**src/rtl/incr_pulse_debouncer.sv**
```systemverilog
// Synchronises and debounces a raw button/strobe level and emits one clean
// single-cycle increment pulse per qualified rising edge.
//
// state | meaning
// ------+-----------------------------------------------------------
// LOW   | debounced level 0, idle
// RISE  | synced input went high, counting consecutive high samples
// HIGH  | debounced level 1
// FALL  | synced input went low, counting consecutive low samples
module incr_pulse_debouncer #(
    parameter int SYNC_STAGES     = 2,
    parameter int DEBOUNCE_CYCLES = 4
) (
    input  logic clk_i,
    input  logic rst_i,
    input  logic clear_i,
    input  logic btn_i,
    output logic incr_o,
    output logic level_o
);

    localparam int CW = $clog2(DEBOUNCE_CYCLES);
    localparam logic [CW-1:0] CNT_MAX = CW'(DEBOUNCE_CYCLES - 1);

    typedef enum logic [1:0] {
        ST_LOW  = 2'd0,
        ST_RISE = 2'd1,
        ST_HIGH = 2'd2,
        ST_FALL = 2'd3
    } state_t;

    logic [SYNC_STAGES-1:0] sync_q;
    logic                   s;
    state_t                 state_q, state_d;
    logic [CW-1:0]          cnt_q, cnt_d;
    logic                   incr_q, incr_d;

    // clear_i deliberately leaves the synchroniser alone so a held input requalifies
    always_ff @(posedge clk_i or posedge rst_i) begin
        if (rst_i) begin
            sync_q <= '0;
        end else begin
            sync_q <= {sync_q[SYNC_STAGES-2:0], btn_i};
        end
    end

    assign s = sync_q[SYNC_STAGES-1];

    always_ff @(posedge clk_i or posedge rst_i) begin
        if (rst_i) begin
            state_q <= ST_LOW;
            cnt_q   <= '0;
            incr_q  <= 1'b0;
        end else begin
            state_q <= state_d;
            cnt_q   <= cnt_d;
            incr_q  <= incr_d;
        end
    end

    always_comb begin
        state_d = state_q;
        cnt_d   = cnt_q;
        incr_d  = 1'b0;
        if (clear_i) begin
            state_d = ST_LOW;
            cnt_d   = '0;
        end else begin
            case (state_q)
                ST_LOW: begin
                    if (s) begin
                        state_d = ST_RISE;
                        cnt_d   = CW'(1);
                    end else begin
                        cnt_d   = '0;
                    end
                end
                ST_RISE: begin
                    if (!s) begin
                        state_d = ST_LOW;
                        cnt_d   = '0;
                    end else if (cnt_q == CNT_MAX) begin
                        state_d = ST_HIGH;
                        cnt_d   = '0;
                        incr_d  = 1'b1;
                    end else begin
                        cnt_d   = cnt_q + CW'(1);
                    end
                end
                ST_HIGH: begin
                    if (!s) begin
                        state_d = ST_FALL;
                        cnt_d   = CW'(1);
                    end
                end
                ST_FALL: begin
                    if (s) begin
                        state_d = ST_HIGH;
                        cnt_d   = '0;
                    end else if (cnt_q == CNT_MAX) begin
                        state_d = ST_LOW;
                        cnt_d   = '0;
                    end else begin
                        cnt_d   = cnt_q + CW'(1);
                    end
                end
                default: begin
                    state_d = ST_LOW;
                    cnt_d   = '0;
                end
            endcase
        end
    end

    always_comb begin
        level_o = (state_q == ST_HIGH) || (state_q == ST_FALL);
        incr_o  = incr_q;
    end

endmodule

```
**config.mk**
```make
export PLATFORM = sky130hd
export DESIGN_NAME = incr_pulse_debouncer
export DESIGN_NICKNAME = d
export VERILOG_FILES = /design/src/rtl/incr_pulse_debouncer.sv
export SDC_FILE = /design/constraint.sdc
export NUM_CORES = 1
export LEC_CHECK = 0
export CAP_MARGIN = 20
export CORE_AREA = 2 2 39 41
export CTS_BUF_LIST = sky130_fd_sc_hd__clkbuf_4 sky130_fd_sc_hd__clkbuf_8 sky130_fd_sc_hd__clkbuf_16
export DETAILED_ROUTE_END_ITERATION = 12
export DIE_AREA = 0 0 41 43
export SLEW_MARGIN = 30
export SYNTH_ARGS = -nofsm -noshare
export SYNTH_HDL_FRONTEND = slang
export SYNTH_SLANG_ARGS = --single-unit
```
**constraint.sdc**
```tcl
create_clock -name clk_i -period 1.3 [get_ports clk_i]
set_input_delay 0.26 -clock clk_i [delete_from_list [all_inputs] [get_ports clk_i]]
set_output_delay 0.26 -clock clk_i [all_outputs]
set_load 0.03 [all_outputs]
```
==> results.txt, run 1 <==
Status: completed
Setup TNS: 0 ns
Hold Violations, Final: 0
Clock root cell: clkbuf_4
DR WL/cell: 10.5 um
Pwr/cell area: 1200 nW/um2
CP startpoint: incr_o
CP Class: reg2out
Fin crit period: 1.22 ns
Clock latency on the worst-skew pair: 0.25 ns
First-pass GRT wire length: 848 um
Pin count of the biggest net entering global routing: 8
Synthesized flop and latch total: 7
Post-Syn Area: 298 um2
Kind of cell adding the most delay to the critical path: buffers and inverters
DR vias/cell: 4.35
Setup-failing EPs final: 0
MaxCap Viol Count: 0
Starting Density: 21.5%
Mapped Nets: 29
Grt total ovfl: 0
Final wirelength: 503 um
Max Slew Vio Count: 0
DIE WIDTH: 41 um
DR pass1 iterations: 2
Placeable Area: 1380 um2
CP bufs+invs: 1
Vias in the first global route: 206
P_leak: 0.179 nW
Total power: 475 uW
TritonCTS sink count: 7
CTS Buf Count: 3
Die area: 1760 um2
Crit end category: output pin
Max_slew headroom: 79.6%
Final period utilization: 93.6%
Synth warn: 0
CP max stage delay: 0.40 ns
Worst min path class: in2async
Dpl hpwl: 388 um
Layout Skew: 0.00329 ns
Post-CTS Setup Inserts: 0
Synthesis-to-layout area growth: 33.2%
Crit start category: flop
# IOs: 6
Worst-path cell chain: dlygate4sd2_1
F_max: 0.822 GHz
Tightest Pin Transition: 0.308 ns
Fin nets: 38
Max clock buf depth: 2
Peak VDD IR: 0.440 mV
Initial antenna violation count: 0
Die H: 43 um
Worst path required time: 1.04 ns
Synthesized area per cell: 12.4 um2
Sequential share of the synthesized area: 58.8%
Via count: 209
Reg clk slew, reported paths: 0.05 ns
CP max stage cell: dlygate4sd2_1
# rows: 14
Port Buf Inserts: 5
Initial DRC count: 4
CTS tree: done
Syn Inst Count: 24
Total GRT Usage: 7.62%
Residual DRC: 0
Worst-path maximum fanout: 1
RSZ-0062 raised after global routing: no
Antenna fix cells: 0
Worst Path Arrival: 0.96 ns
GP Congestion: 0.642
H-tree levels: 1
Synth cell types: 16
Detail Route Antenna Nets: 0
Reg2reg start: cnt_q[0]
Share of layout cells above drive strength 1: 25.0%
## per-stage QoR
| stage | hold slack, ns | cell area [um2] | worst slack, ns | util (%) | std cells |
|---|---|---|---|---|---|
| 2_1_floorplan | 0.0634 | 298 | 0.181 | - | 24 |
| 3_3_place_gp | 0.335 | 362 | 0.0682 | 26.1 | 44 |
| 3_5_place_dp | 0.335 | 362 | 0.0676 | 26.1 | 44 |
| 4_1_cts | 0.234 | 390 | 0.0583 | 28.2 | 48 |
| 5_1_grt | 0.267 | 397 | 0.0178 | 28.7 | 48 |
| 6_report | 0.231 | 397 | 0.0828 | 28.7 | 48 |
## cells in the final DEF, fill, tap and decap left out
cell,n
dfrtp_1,7
clkbuf_4,4
clkdlybuf4s50_1,3
nand4b_1,2
nor2_1,2
xnor2_1,1
a211oi_2,1
nand3b_1,1
o22ai_1,1
inv_1,1
o21a_1,1
and3b_1,1
nor4_2,1
nand3_1,1
a21bo_2,1
a21oi_1,1
ha_1,1
dlygate4sd2_1,1
buf_4,1
## state kept, by name, indices dropped and copies added (netlist names)
signal,flops
cnt_q,2
incr_o,1
state_q,2
sync_q,2
## what timing repair did
item	in CTS	in global routing
setup endpoints to repair	1	1
hold buffers	0	0
gates resized for setup	1	1
## layout make-up
type,instances,area [um2]
sequential,7,175
clock buffer,4,30.0
fill,147,987
inverter,1,3.75
multi-input combinational,15,121
tap,16,20.0
timing repair buffer,5,46.3
## where the power goes
group | switching [mW] | total, mW | internal [mW] | leakage, nW
clock network | 0.0777 | 0.215 | 0.138 | 0.0184
registers | 0.00763 | 0.233 | 0.225 | 0.0910
logic | 0.0116 | 0.0264 | 0.0148 | 0.0697
## metal layers
metal	global-route usage, %	share of wire (%)
met4	8.00	3.0
met3	1.57	5.4
met5	0	0
met2	9.38	41
met1	10.0	50
## synth_stat cells, drive strengths merged
cell type | number | area [um2]
nor4 | 1 | 6.26
a211oi | 1 | 12.5
nand4b | 2 | 17.5
ha | 1 | 12.5
and3b | 1 | 8.76
o21a | 1 | 7.51
nand3b | 1 | 7.51
nor2 | 2 | 7.51
a21bo | 1 | 10.0
o22ai | 1 | 6.26
nand3 | 1 | 5.00
xnor2 | 1 | 8.76
inv | 1 | 3.75
a21oi | 1 | 5.00
clkbuf | 1 | 3.75
dfrtp | 7 | 175
## logic make-up (layout without fill, tap and decap cells)
family | count (synthesis) | in the layout | synth area share, %
xor+xnor | 1 | 1 | 2.94
simple gates | 8 | 8 | 17.7
fa+ha+maj | 1 | 1 | 4.20
buf+inv | 2 | 10 | 2.52
flops | 7 | 7 | 58.8
compound gates | 5 | 5 | 13.9
## worst paths after layout
kind | to | slack, ns | cells past startpoint
setup reg to reg | cnt_q[0] | 0.09 | 3
hold / removal | cnt_q[1] | 0.23 | 2
setup / recovery | incr_o | 0.08 | 1
min in group clk_i | sync_q[1] | 0.35 | 0
hold reg to reg | sync_q[1] | 0.35 | 0
max in group asynchronous | cnt_q[0] | 0.87 | 2
No activity file was read; power rests on OpenSTA's default activity.
==> run 2: changes to the inputs <==
--- a/config.mk
+++ b/config.mk
@@ -7,7 +7,7 @@
 export LEC_CHECK = 0
 export CAP_MARGIN = 20
 export CORE_AREA = 2 2 39 41
-export CTS_BUF_LIST = sky130_fd_sc_hd__clkbuf_4 sky130_fd_sc_hd__clkbuf_8 sky130_fd_sc_hd__clkbuf_16
+export CTS_BUF_LIST = sky130_fd_sc_hd__clkbuf_2 sky130_fd_sc_hd__clkbuf_4 sky130_fd_sc_hd__clkbuf_8
 export DETAILED_ROUTE_END_ITERATION = 12
 export DIE_AREA = 0 0 41 43
 export SLEW_MARGIN = 30
==> results of run 2 <==
No change in the layout: final DEF, timing and power equal those of run 1.
==> run 3: changes to the inputs <==
--- a/config.mk
+++ b/config.mk
@@ -5,6 +5,7 @@
 export SDC_FILE = /design/constraint.sdc
 export NUM_CORES = 1
 export LEC_CHECK = 0
+export ABC_AREA = 0
 export CAP_MARGIN = 20
 export CORE_AREA = 2 2 39 41
 export CTS_BUF_LIST = sky130_fd_sc_hd__clkbuf_2 sky130_fd_sc_hd__clkbuf_4 sky130_fd_sc_hd__clkbuf_8
==> results of run 3 <==
No change in the layout: final DEF, timing and power equal those of run 1.
==> RTL change: new RTL, settings of run 1 <==
Reset style: synchronous (`rst_i`), changed in 2 clocked blocks.
--- a/src/rtl/incr_pulse_debouncer.sv
+++ b/src/rtl/incr_pulse_debouncer.sv
@@ -36,7 +36,7 @@
     logic                   incr_q, incr_d;
 
     // clear_i deliberately leaves the synchroniser alone so a held input requalifies
-    always_ff @(posedge clk_i or posedge rst_i) begin
+    always_ff @(posedge clk_i) begin
         if (rst_i) begin
             sync_q <= '0;
         end else begin
@@ -46,7 +46,7 @@
 
     assign s = sync_q[SYNC_STAGES-1];
 
-    always_ff @(posedge clk_i or posedge rst_i) begin
+    always_ff @(posedge clk_i) begin
         if (rst_i) begin
             state_q <= ST_LOW;
             cnt_q   <= '0;
Check against the original RTL: differs if rst_i is asserted again (counterexample within 10 cycles, from zero or initial values and one cycle with rst_i high); with rst_i held inactive, the same outputs for 10 cycles.
==> RTL change against run 1 <==
Routed wire length shrank 3.6%. Cell count up 10%. Sequential power fell by 5%. Final area shrank 0.95%. Sequential cell count stayed put. Power down 0.60%. Sequential share of layout area fell by 8.5 points. Clock skew shrank 3.0 ps. Synthesized area is 6.7% lower. Setup slack improved by 15 ps. Synthesized cell count increased by 8.3%. Critical path depth did not move. Highest routed layer unchanged.
==> RTL change: results (changes against run 1) <==
Status = completed
Placed cell count = 49 (+11%)
Sequential cell area fraction in the yosys report = 50.45% (-8.4 points)
Vias after detailed routing = 223 (+6.7%)
Worst reg2reg path depth = 2 (-1)
Synthesized area per cell = 10.68 um2 (-14%)
Crit path DAT = 940 ps (-20 ps)
Total iterations of the first detailed-routing run = 1 (-1)
Layout fillers = 153 (+4.1%)
Hold crit path type = reg -> reg
Ys async rst share = 0% (-100 points)
Pint = 373.6 uW (-1.1%)
Yosys cell types = 17 (+1)
First-pass GRT wire length = 931 um (+9.8%)
Synthesized net count = 31 (+6.9%)
Final GP Congestion = 0.7939 (+24%)
Met1 GRT Util = 10.10% (+0.064 points)
Post-synth top cells = dfxtp_1, nand2_1, nor2_1, nor2b_1
Dpl hpwl = 358.6 um (-7.5%)
Pre-CTS setup slack = -148.7 ps (-216.2 ps)
Vias in the first global route = 220 (+6.8%)
Overall routing resource usage = 8.569% (+0.95 points)
WL/cell = 9.151 um (-13%)
Leakage = 0.1511 nW (-16%)
Synth Flop Type = dfxtp_1
Flop2flop setup slack = 250 ps (+160 ps)
Worst hold slack = 445.4 ps (+213.9 ps)
Share of layout cells above drive strength 1 = 29.73% (+4.7 points)
Reg2reg end = cnt_q[1]$_SDFFE_PP0P_
Ant diodes = 0 (unchanged)
Layout Nets = 43 (+13%)
Top post-synthesis cells by area = dfxtp_1, a2111oi_2, ha_1
Worst slew pin tran = 297.0 ps (-10.92 ps)
Clk_skew = 0.2385 ps (-3.048 ps)
Max VDD drop = 0.0005652 V (+28%)
RTL change: cell families after synthesis:
logic type               count (synthesis)  synth area share [%]
AO/OA/AOI/OAI                            5                 16.67
XOR/XNOR                                 1                 3.154
buffers and inverters                    1                 1.350
flip-flops                               7                 50.45
AND/OR/NAND/NOR                         11                 23.88
adder cells (fa/ha/maj)                  1                 4.504
RTL change: area by class of cell:
| class | count | area, um2 | share of cell area, % |
|---|---|---|---|
| Sequential cell | 7 | 140.1 | 35.67 |
| Multi-Input combinational cell | 18 | 133.9 | 34.08 |
| Timing Repair Buffer | 8 | 68.82 | 17.52 |
| Clock buffer | 4 | 30.03 | 7.643 |
| Tap cell | 16 | 20.02 | 5.096 |
RTL change: power groups by stage:
stage          clock [mW]  combinational [mW]  sequential (mW)
2_1_floorplan           0             0.00789            0.226
3_3_place_gp            0              0.0251            0.226
3_5_place_dp            0              0.0250            0.226
4_1_cts             0.231              0.0251            0.222
5_1_grt             0.241              0.0280            0.222
6_report            0.225              0.0251            0.222
RTL change: worst max-delay path by stage:
stage	from	endpoint	slack, ps	cells after the start
after floorplan	state_q[0]$_SDFFE_PP0P_	cnt_q[1]$_SDFFE_PP0P_	250	2
after global placement	rst_i	cnt_q[0]$_SDFFE_PP0P_	-140	3
after detailed placement	clear_i	cnt_q[0]$_SDFFE_PP0P_	-150	3
after CTS	incr_o$_SDFF_PP0_	incr_o	80	1
after global routing	incr_o$_SDFF_PP0_	incr_o	50	1
final	incr_o$_SDFF_PP0_	incr_o	100	1
RTL change: repair_timing:
action                     4_1_cts  5_1_grt
hold buffers                     0        0
setup endpoints to repair        1        0
resized for setup                1        0
RTL change: routing by layer:
metal | wire, um | vias up
met5 | 0 | -
met4 | 29 | 0
met3 | 35 | 4
met2 | 177 | 7
met1 | 242 | 97
li1 | - | 115
